--- src/rtl/riscv_core_mul_seq_if.sv ---
// Request/response bundle for the iterative RV64M multiply unit.
// The unit is the slave side; the issuing execute stage is the master.
interface riscv_core_mul_seq_if #(
    parameter int XLEN = 64
);
    logic            i_mul_valid;
    logic            o_mul_ready;
    logic [XLEN-1:0] i_mul_srcA;
    logic [XLEN-1:0] i_mul_srcB;
    logic [1:0]      i_mul_control;
    logic            i_mul_isword;
    logic            i_mul_flush;
    logic            o_mul_valid;
    logic            i_mul_ready;
    logic [XLEN-1:0] o_mul_result;
    logic            o_mul_busy;

    modport master (
        output i_mul_valid, i_mul_srcA, i_mul_srcB, i_mul_control, i_mul_isword,
               i_mul_flush, i_mul_ready,
        input  o_mul_ready, o_mul_valid, o_mul_result, o_mul_busy
    );

    modport slave (
        input  i_mul_valid, i_mul_srcA, i_mul_srcB, i_mul_control, i_mul_isword,
               i_mul_flush, i_mul_ready,
        output o_mul_ready, o_mul_valid, o_mul_result, o_mul_busy
    );
endinterface

--- src/rtl/riscv_core_mul_seq.sv ---
// Iterative RV64M multiplier (MUL/MULH/MULHSU/MULHU/MULW), radix-2^BITS_PER_CYCLE shift-add.
// Optional MUL_EARLY_OUT_EN: leave BUSY as soon as the remaining multiplier bits are zero.
module riscv_core_mul_seq #(
    parameter int XLEN           = 64,
    parameter int BITS_PER_CYCLE = 1
) (
    input  logic                 i_clk,
    input  logic                 i_rst,
    riscv_core_mul_seq_if.slave  mul
);
    localparam int HALF   = XLEN / 2;
    localparam int ITER_D = XLEN / BITS_PER_CYCLE;
    localparam int ITER_W = HALF / BITS_PER_CYCLE;
    localparam int CW     = $clog2(ITER_D);

    typedef enum logic [1:0] {S_IDLE, S_BUSY, S_FIX, S_DONE} state_t;
    typedef enum logic [1:0] {OP_MUL = 2'b00, OP_MULH = 2'b01,
                              OP_MULHSU = 2'b10, OP_MULHU = 2'b11} mul_op_t;

    state_t            state, state_nxt;
    logic [2*XLEN-1:0] acc, mcand, partial, acc_fix;
    logic [XLEN-1:0]   mplier, result;
    logic [CW-1:0]     cnt, last_cnt;
    logic              neg_res, is_word, want_hi;
    logic              accept, busy_last;
    logic              s_a, s_b;
    logic [HALF-1:0]   lo_a, lo_b;
    logic [XLEN-1:0]   mag_a, mag_b;

    // Flush in IDLE wins over a request, so nothing is taken that cycle.
    assign accept = (state == S_IDLE) && mul.i_mul_valid && !mul.i_mul_flush;
    assign lo_a   = mul.i_mul_srcA[HALF-1:0];
    assign lo_b   = mul.i_mul_srcB[HALF-1:0];

    always_comb begin
        // NOTE: every variable gets a default first so no path leaves it unassigned (no latch).
        s_a   = 1'b0;
        s_b   = 1'b0;
        mag_a = mul.i_mul_srcA;
        mag_b = mul.i_mul_srcB;
        if (mul.i_mul_isword) begin
            s_a   = lo_a[HALF-1];
            s_b   = lo_b[HALF-1];
            mag_a = {{HALF{1'b0}}, (s_a ? -lo_a : lo_a)};
            mag_b = {{HALF{1'b0}}, (s_b ? -lo_b : lo_b)};
        end else begin
            case (mul_op_t'(mul.i_mul_control))
                OP_MUL, OP_MULH: begin
                    s_a = mul.i_mul_srcA[XLEN-1];
                    s_b = mul.i_mul_srcB[XLEN-1];
                end
                OP_MULHSU: s_a = mul.i_mul_srcA[XLEN-1];
                default: ;
            endcase
            mag_a = s_a ? -mul.i_mul_srcA : mul.i_mul_srcA;
            mag_b = s_b ? -mul.i_mul_srcB : mul.i_mul_srcB;
        end
    end

    // One radix digit of the multiplier times the shifted multiplicand.
    always_comb begin
        partial = '0;
        for (int j = 0; j < BITS_PER_CYCLE; j++) begin
            if (mplier[j]) partial = partial + (mcand << j);
        end
    end

    assign last_cnt = is_word ? CW'(ITER_W - 1) : CW'(ITER_D - 1);
`ifdef MUL_EARLY_OUT_EN
    assign busy_last = (cnt == last_cnt) || (mplier == '0);
`else
    assign busy_last = (cnt == last_cnt);
`endif

    assign acc_fix = neg_res ? -acc : acc;

    // NOTE: sequential state uses non-blocking assignments so every register samples pre-edge values.
    always_ff @(posedge i_clk or posedge i_rst) begin
        if (i_rst) state <= S_IDLE;
        else       state <= state_nxt;
    end

    always_comb begin
        state_nxt = state;
        case (state)
            S_IDLE: if (accept) state_nxt = S_BUSY;
            S_BUSY: begin
                if (mul.i_mul_flush)  state_nxt = S_IDLE;
                else if (busy_last)   state_nxt = S_FIX;
            end
            S_FIX:  state_nxt = mul.i_mul_flush ? S_IDLE : S_DONE;
            S_DONE: if (mul.i_mul_flush || mul.i_mul_ready) state_nxt = S_IDLE;
            default: state_nxt = S_IDLE;
        endcase
    end

    always_ff @(posedge i_clk or posedge i_rst) begin
        if (i_rst) begin
            acc     <= '0;
            mcand   <= '0;
            mplier  <= '0;
            cnt     <= '0;
            neg_res <= 1'b0;
            is_word <= 1'b0;
            want_hi <= 1'b0;
            result  <= '0;
        end else begin
            case (state)
                S_IDLE: if (accept) begin
                    acc     <= '0;
                    mcand   <= {{XLEN{1'b0}}, mag_a};
                    mplier  <= mag_b;
                    cnt     <= '0;
                    neg_res <= s_a ^ s_b;
                    is_word <= mul.i_mul_isword;
                    want_hi <= (mul.i_mul_control != OP_MUL);
                end
                S_BUSY: begin
                    acc    <= acc + partial;
                    mcand  <= mcand << BITS_PER_CYCLE;
                    mplier <= mplier >> BITS_PER_CYCLE;
                    cnt    <= cnt + 1'b1;
                end
                S_FIX: if (!mul.i_mul_flush) begin
                    if (is_word)      result <= {{HALF{acc_fix[HALF-1]}}, acc_fix[HALF-1:0]};
                    else if (want_hi) result <= acc_fix[2*XLEN-1:XLEN];
                    else              result <= acc_fix[XLEN-1:0];
                end
                default: ;
            endcase
        end
    end

    assign mul.o_mul_ready  = (state == S_IDLE);
    assign mul.o_mul_valid  = (state == S_DONE);
    assign mul.o_mul_busy   = (state != S_IDLE);
    assign mul.o_mul_result = result;
endmodule
--- src/flat_wrapper.sv ---
// flat-port wrapper written by rule: the top's interface ports become plain ports
module riscv_core_mul_seq_flat 
#(
    parameter int XLEN           = 64,
    parameter int BITS_PER_CYCLE = 1
)
  (i_clk, i_rst, mul_i_mul_valid, mul_i_mul_srcA, mul_i_mul_srcB, mul_i_mul_control, mul_i_mul_isword, mul_i_mul_flush, mul_i_mul_ready, mul_o_mul_ready, mul_o_mul_valid, mul_o_mul_result, mul_o_mul_busy);
  riscv_core_mul_seq_if #(.XLEN(XLEN)) mul_i ();
  input  logic i_clk;
  input  logic i_rst;
  input wire logic [$bits(mul_i.i_mul_valid)-1:0] mul_i_mul_valid;
  input wire logic [$bits(mul_i.i_mul_srcA)-1:0] mul_i_mul_srcA;
  input wire logic [$bits(mul_i.i_mul_srcB)-1:0] mul_i_mul_srcB;
  input wire logic [$bits(mul_i.i_mul_control)-1:0] mul_i_mul_control;
  input wire logic [$bits(mul_i.i_mul_isword)-1:0] mul_i_mul_isword;
  input wire logic [$bits(mul_i.i_mul_flush)-1:0] mul_i_mul_flush;
  input wire logic [$bits(mul_i.i_mul_ready)-1:0] mul_i_mul_ready;
  output wire logic [$bits(mul_i.o_mul_ready)-1:0] mul_o_mul_ready;
  output wire logic [$bits(mul_i.o_mul_valid)-1:0] mul_o_mul_valid;
  output wire logic [$bits(mul_i.o_mul_result)-1:0] mul_o_mul_result;
  output wire logic [$bits(mul_i.o_mul_busy)-1:0] mul_o_mul_busy;
  assign mul_i.i_mul_valid = mul_i_mul_valid;
  assign mul_i.i_mul_srcA = mul_i_mul_srcA;
  assign mul_i.i_mul_srcB = mul_i_mul_srcB;
  assign mul_i.i_mul_control = mul_i_mul_control;
  assign mul_i.i_mul_isword = mul_i_mul_isword;
  assign mul_i.i_mul_flush = mul_i_mul_flush;
  assign mul_i.i_mul_ready = mul_i_mul_ready;
  assign mul_o_mul_ready = mul_i.o_mul_ready;
  assign mul_o_mul_valid = mul_i.o_mul_valid;
  assign mul_o_mul_result = mul_i.o_mul_result;
  assign mul_o_mul_busy = mul_i.o_mul_busy;
  riscv_core_mul_seq #(.XLEN(XLEN), .BITS_PER_CYCLE(BITS_PER_CYCLE)) u_core (.i_clk(i_clk), .i_rst(i_rst), .mul(mul_i));
endmodule
--- config.mk ---
export PLATFORM = sky130hd
export DESIGN_NAME = riscv_core_mul_seq_flat
export DESIGN_NICKNAME = d
export VERILOG_FILES = /design/src/rtl/riscv_core_mul_seq_if.sv /design/src/rtl/riscv_core_mul_seq.sv /design/src/flat_wrapper.sv
export SDC_FILE = /design/constraint.sdc
export NUM_CORES = 2
export LEC_CHECK = 0
export ABC_AREA = 0
export CAP_MARGIN = 20
export CORE_MARGIN = 4
export CORE_UTILIZATION = 52
export DETAILED_ROUTE_END_ITERATION = 12
export DONT_BUFFER_PORTS = 1
export GPL_TIMING_DRIVEN = 0
export PLACE_DENSITY = 0.66
export SKIP_LAST_GASP = 1
export SYNTH_ARGS = -nofsm -noshare
export SYNTH_HDL_FRONTEND = slang
export SYNTH_SLANG_ARGS = --single-unit
--- constraint.sdc ---
create_clock -name i_clk -period 16.5 [get_ports i_clk]
set_clock_uncertainty 0.15 [all_clocks]
set_input_delay 2.475 -clock i_clk [delete_from_list [all_inputs] [get_ports i_clk]]
set_output_delay 2.475 -clock i_clk [all_outputs]
set_load 0.05 [all_outputs]
# --- After elaboration in Yosys (flattened, before gate mapping) ---
# Cells that the tools add are included.
# W data, S select, Z words.
word_totals:
  regBits: 395
  elab_cells: 73
  out_inout_bits: 67
  input_bits: 136
op_classes:
  n_bitwise: 2
  n_eq_ne: 9
  n_reduce_logical: 15
  n_addsub: 7
  n_mux: 31
op_table:
  columns: ["operator", "n"]
  rows:
  - ["$mux W128", 4]
  - ["$pmux W128 S2", 2]
  - ["$mux W64", 7]
  - ["$add A128 B128 Y128", 1]
  - ["$neg A128 Y128", 1]
  - ["$neg A64 Y64", 2]
  - ["$pmux W64 S2", 1]
  - ["$mux W32", 2]
  - ["$neg A32 Y32", 2]
  - ["$mux W6", 2]
  - ["$pmux W6 S2", 1]
  - ["$mux W2", 5]
  - ["$pmux W2 S4", 1]
  - ["$add A6 B1 Y6 const B", 1]
  - ["$eq A2 B2 Y1 const B", 3]
  - ["$eq A6 B6 Y1", 1]
  - ["$mux W1", 6]
  - ["$reduce_and A2 Y1", 3]
  - ["$reduce_bool A2 Y1", 3]
  - ["$eq A2 B1 Y1 const B", 2]
  - ["$logic_not A2 Y1", 2]
  - ["$ne A2 B1 Y1 const B", 2]
  - ["$ne A3 B2 Y1 const B", 1]
  - ["$reduce_and A3 Y1", 1]
  - ["other kinds (7)", 8]

# --- Logic depth before layout (Yosys ltp) ---
depth:
  ltp_word: 8
  depth_mapped: 18
  mapped_depth_nobuf: 16

# --- Worst setup path after synthesis ---
# Ideal clock, no wire load.
synth_timing:
  path_kind: "input -> register"
  start: "input port mul_i_mul_srcA[11]"
  end: "register u_core.mcand[59]"
  path_slack_ns: 10.682
  required_ns: 16.217
  setup_time_ns: 0.133
  path_stages: 12
  t_arrival_ns: 5.535
  path_buffers: 0
  cell_sequence: "or4_1 > or3_1 > nor4_2 > nand3b_1 > or3b_1 > nor2b_2 > nand2_1 > or3_1 > nand2b_4 > o41ai_1 > xor2_1 > o22ai_1"
synth_via:
  elab_chain_cells: 5
synth_lines:
  columns: ["item", "line", "source"]
  rows:
  - ["start, declared", "flat_wrapper.sv:12", "input wire logic [$bits(mul_i.i_mul_srcA)-1:0] mul_i_mul_srcA;"]
  - ["$neg A64 Y64", "riscv_core_mul_seq.sv:55", "mag_a = s_a ? -mul.i_mul_srcA : mul.i_mul_srcA;"]
  - ["$mux W64", "riscv_core_mul_seq.sv:55", null]
  - ["$mux W64", "riscv_core_mul_seq.sv:41", "if (mul.i_mul_isword) begin"]
  - ["$mux W128", "riscv_core_mul_seq.sv:109", "S_IDLE: if (accept) begin"]
  - ["$pmux W128 S2", "riscv_core_mul_seq.sv:108", "case (state)"]
  - ["end signal, assigned", "riscv_core_mul_seq.sv:111", "mcand <= {{XLEN{1'b0}}, mag_a};"]
  - ["end signal, assigned", "riscv_core_mul_seq.sv:120", "mcand <= mcand << BITS_PER_CYCLE;"]
  - ["end, declared", "riscv_core_mul_seq.sv:21", "logic [2*XLEN-1:0] acc, mcand, partial, acc_fix;"]
# Every way passes these cells. The select of a mux whose other input is x is not followed.
# A chain may end at the register's enable or synchronous reset.

# --- Final worst setup path ---
layout_timing:
  start: "register u_core.mplier[0]"
  end: "register u_core.acc[98]"
layout_via:
  elab_chain_cells: 3
layout_lines:
  columns: ["item", "line", "source"]
  rows:
  - ["start, declared", "riscv_core_mul_seq.sv:22", "logic [XLEN-1:0] mplier, result;"]
  - ["start signal, assigned", "riscv_core_mul_seq.sv:112", "mplier <= mag_b;"]
  - ["start signal, assigned", "riscv_core_mul_seq.sv:121", "mplier <= mplier >> BITS_PER_CYCLE;"]
  - ["$mux W128", "riscv_core_mul_seq.sv:64", "if (mplier[j]) partial = partial + (mcand << j);"]
  - ["$add A128 B128 Y128", "riscv_core_mul_seq.sv:119", "acc <= acc + partial;"]
  - ["$pmux W128 S2", "riscv_core_mul_seq.sv:108", null]
  - ["end signal, assigned", "riscv_core_mul_seq.sv:119", null]
  - ["end, declared", "riscv_core_mul_seq.sv:21", null]
# Every way passes these cells.

==> Flow_metrics.wiki <==
{| class="wikitable"
! Metric !! Value
|-
| Syn Area/Cell || 7.693 um2
|-
| Antenna violations before repair || 2
|-
| Setup Viol. Count Final || 0
|-
| Slowest stage delay, CP || between 0.9 and 1 ns
|-
| Inserted Diodes || 0
|-
| Remaining number of nets flagged by the antenna check after routing || 0
|-
| HPWL reported at the end of detailed placement || 100.1 mm
|-
| Cts-stage hold buffer count || 0
|-
| Std cell rows || between 80 and 90
|-
| Clk buf depth || 3
|-
| Number of slew-limit violations in the final report || 0
|-
| Storage element area || ~10000 um2
|-
| Most frequent cells in the layout || 612 x sky130_fd_sc_hd__nand2_1, 455 x sky130_fd_sc_hd__o21ai_0, 395 x sky130_fd_sc_hd__dfrtp_1, 302 x sky130_fd_sc_hd__a21oi_1, 295 x sky130_fd_sc_hd__nor2_1
|-
| Buffers & Inverters on Critical Path || 3
|-
| Mean number of vias per cell || ~6.5
|-
| Crit Path Class || reg -> reg
|-
| Top flip-flop cell by instance count after synthesis || sky130_fd_sc_hd__dfrtp_1
|-
| Multi-input logic area || 19700 um2
|-
| Number of max-cap violations || 0
|-
| Most prevalent standard cell on the critical path || sky130_fd_sc_hd__o2111ai_1
|-
| Adder and majority gate portion of the synthesized area || 5.480%
|-
| Final total negative setup slack || 0 ns
|-
| Routed vias || 31270
|-
| Power density over the cells || roughly 130 nW/um2
|-
| First-pass detailed-route iteration total || 7
|-
| I/O Pins || between 200 and 250
|-
| Highest ir drop seen on vdd || between 90 and 100 uV
|-
| Initial cell density of the core || a little over half
|-
| # port buffers || 0
|-
| Complex-gate fraction of the synthesized area || 24.72%
|-
| Final standard cell count with taps included and fillers excluded || between 4000 and 5000
|-
| Clock Tree Root || sky130_fd_sc_hd__clkbuf_16
|-
| Global-route wire length before repair || roughly 180 mm
|-
| Share of synthesized area occupied by flip-flops and latches || between 30% and 40%
|-
| Final #Nets || between 4000 and 5000
|-
| Mean routed wirelength per cell || between 20 and 30 um
|-
| Weighted congestion at the end of routability-driven global placement || about 1.0
|-
| GRT Residual Overflow || 0
|-
| Worst path top cell family by delay || compound AO/OA/AOI/OAI gates
|-
| CTS tree || yes
|-
| Post-Route WL || ~130 mm
|-
| Result of the run || completed
|-
| Yosys warns || 0
|-
| DR DRC count || 0
|-
| Number of enable-type register cells in the synthesized netlist || 0
|-
| Number of fill cells || between 5000 and 6000
|-
| Number of gates resized after cts || 0
|-
| Post-synthesis register bit count || 395
|-
| Buffers inserted by post-CTS timing repair || 0
|-
| Width of the die || between 200 and 300 um
|-
| Relative slew slack || about 17%
|-
| Post-Synth XOR/XNOR Area || about a tenth
|-
| Worst setup slack after layout || 9.349 ns
|-
| Endpoint type of the worst setup path || flop
|-
| Final hold viol count || 0
|-
| Fraction of layout instances using a drive strength above 1 || under 10%
|-
| Setup repair after global routing missed its margin || no
|-
| Pre-CTS worst setup slack || around 9.3 ns
|-
| Number of global-route vias before repair || around 29000
|-
| Layout overhead on the synthesized area || 8.492%
|-
| Maximum number of pins on one net before global-route repair || 126
|-
| Max Fclk || ~0.14 GHz
|-
| Required time at the endpoint of the critical path || between 15 and 20 ns
|-
| Part of the cycle the worst path needs || approximately 43%
|-
| Maximum fanout encountered on the critical timing path || 10
|-
| Leakage power || 13.77 nW
|-
| Number of buffers added by the clock tree synthesis step || 46
|-
| Number of design-rule violations left by the first detailed-router iteration || 3207
|-
| Cell chain of the critical path || clkbuf_1, clkbuf_1, and2_1, ha_1, inv_1, fa_1, nor2b_1, o2111ai_1, a21oi_1, o2111ai_1, a2111oi_0, o2111ai_1, a21oi_1, a31oi_1, o21ai_1, a41oi_1, xor2_1, o21ai_1
|-
| Type of the tightest min-delay check || reg -> reg
|-
| Transition at the pin with the smallest max-transition slack || roughly 1.2 ns
|-
| Cell variety after synth || 85
|-
| H-tree level count || 2
|-
| CP Launch Type || flop
|-
| Post-synthesis cell area || ~30000 um2
|-
| Die Area || 63060 um2
|-
| Placeable core region || between 50000 and 60000 um2
|-
| Clock Latency Late Sink || about 0.61 ns
|-
| FFs w/ async S/R, synth || 100.0%
|-
| Clock transition at the registers of the reported paths || roughly 0.060 ns
|-
| Simple-gate share of the synthesized area || 23.52%
|-
| Main combinational cell family by area after synthesis || compound AO/OA/AOI/OAI gates
|-
| Commonest non-fill, non-tap cell in the layout || sky130_fd_sc_hd__nand2_1
|-
| Shortest period the worst path allows || between 7 and 8 ns
|-
| Placed instance count || 4765
|-
| Post-synthesis net count || 4265
|-
| Chip Height || 251.1 um
|-
| Gate Count Post-Synth || 3995
|-
| All-layer global routing usage || 38.14%
|-
| Slowest CP cell || sky130_fd_sc_hd__a2111oi_0
|-
| Sink Count || roughly 400
|-
| Multiplexer share of the synthesized area || 0.1995%
|-
| Critical Path AT || around 7.5 ns
|}
registers in the layout, summed over array words and instances (netlist names):
register	cells
u_core.acc	128
u_core.cnt	6
u_core.is_word	1
u_core.mcand	128
u_core.mplier	64
u_core.mul.o_mul_result	64
u_core.neg_res	1
u_core.state	2
u_core.want_hi	1
area by class of cell:
type | count | share of cell area (%)
tap | 765 | 2.871
sequential | 395 | 29.64
buffer | 247 | 2.780
clock inverter | 14 | 0.5328
clock buffer | 67 | 4.079
inverter | 60 | 0.6979
timing repair buffer | 6 | 0.3077
multi-input combinational | 3293 | 59.09
synth_stat cells (59+ instances only):
cell,n,area (um2)
sky130_fd_sc_hd__nand4_1,59,369.1
sky130_fd_sc_hd__dfrtp_1,395,9884
sky130_fd_sc_hd__a21oi_1,302,1511
sky130_fd_sc_hd__inv_1,60,225.2
sky130_fd_sc_hd__clkbuf_1,230,863.3
sky130_fd_sc_hd__ha_1,133,1664
sky130_fd_sc_hd__nor2_1,295,1107
sky130_fd_sc_hd__and2_1,140,875.8
sky130_fd_sc_hd__o21ai_0,455,2277
sky130_fd_sc_hd__xnor2_1,191,1673
sky130_fd_sc_hd__o31ai_1,63,473.0
sky130_fd_sc_hd__xor2_1,166,1454
sky130_fd_sc_hd__nand3_1,106,530.5
sky130_fd_sc_hd__nand2_1,612,2297
worst paths after layout:
kind	startpoint	slack, ns	endpoint	cells past startpoint
min in group asynchronous	i_rst	1.64	u_core.mul.o_mul_result[5]$_DFFE_PP0P_	1
worst max register to register	u_core.mplier[0]$_DFFE_PP0P_	9.35	u_core.acc[98]$_DFFE_PP0P_	18
max in group asynchronous	i_rst	13.10	u_core.mcand[116]$_DFFE_PP0P_	3
worst max-delay path	u_core.mplier[0]$_DFFE_PP0P_	9.35	u_core.acc[98]$_DFFE_PP0P_	18
worst min register to register	u_core.mcand[123]$_DFFE_PP0P_	0.34	u_core.mcand[124]$_DFFE_PP0P_	2
worst min-delay path	u_core.mcand[123]$_DFFE_PP0P_	0.34	u_core.mcand[124]$_DFFE_PP0P_	2
metal layers:
metal | track usage, % | vias to the layer above | part of all wire [%]
li1 | - | 14440 | -
met1 | 52.51 | 14900 | 42
met2 | 56.42 | 1642 | 42
met3 | 11.75 | 289 | 12
met4 | 14.80 | 2 | 4.7
met5 | 0 | - | 0.010
power by group:
part | internal [mW] | switching [mW] | total (mW)
sequential | 1.14 | 0.344 | 1.49
combinational | 0.607 | 1.19 | 1.80
clock | 0.619 | 0.446 | 1.06
tightest hold or removal path, cell delays in order, from the launching register on:
cell and delay [ns]:
sky130_fd_sc_hd__dfrtp_1 0.35, sky130_fd_sc_hd__nand2_1 0.05, sky130_fd_sc_hd__o21ai_0 0.06
cell families after synthesis:
logic type | Yosys count
muxes | 6
and+or+nand+nor | 1523
adders and majority gates | 134
DFF | 395
xor gates and xnor gates | 357
buffers and inverters | 307
AOI/OAI and AO/OA | 1273
per-stage QoR:
stage | util [%] | total power, mW | area [um2] | hold slack [ns]
after floorplan | - | 2.589 | 30730 | 0.3002
after global placement | 54.51 | 3.214 | 31690 | 0.3218
after detailed placement | 54.70 | 3.221 | 31800 | 0.3324
after CTS | 57.35 | 4.279 | 33340 | 0.3443
after global routing | 57.36 | 4.555 | 33340 | 0.3780
final | 57.36 | 4.354 | 33340 | 0.3435
No activity file was read; power rests on OpenSTA's default activity.
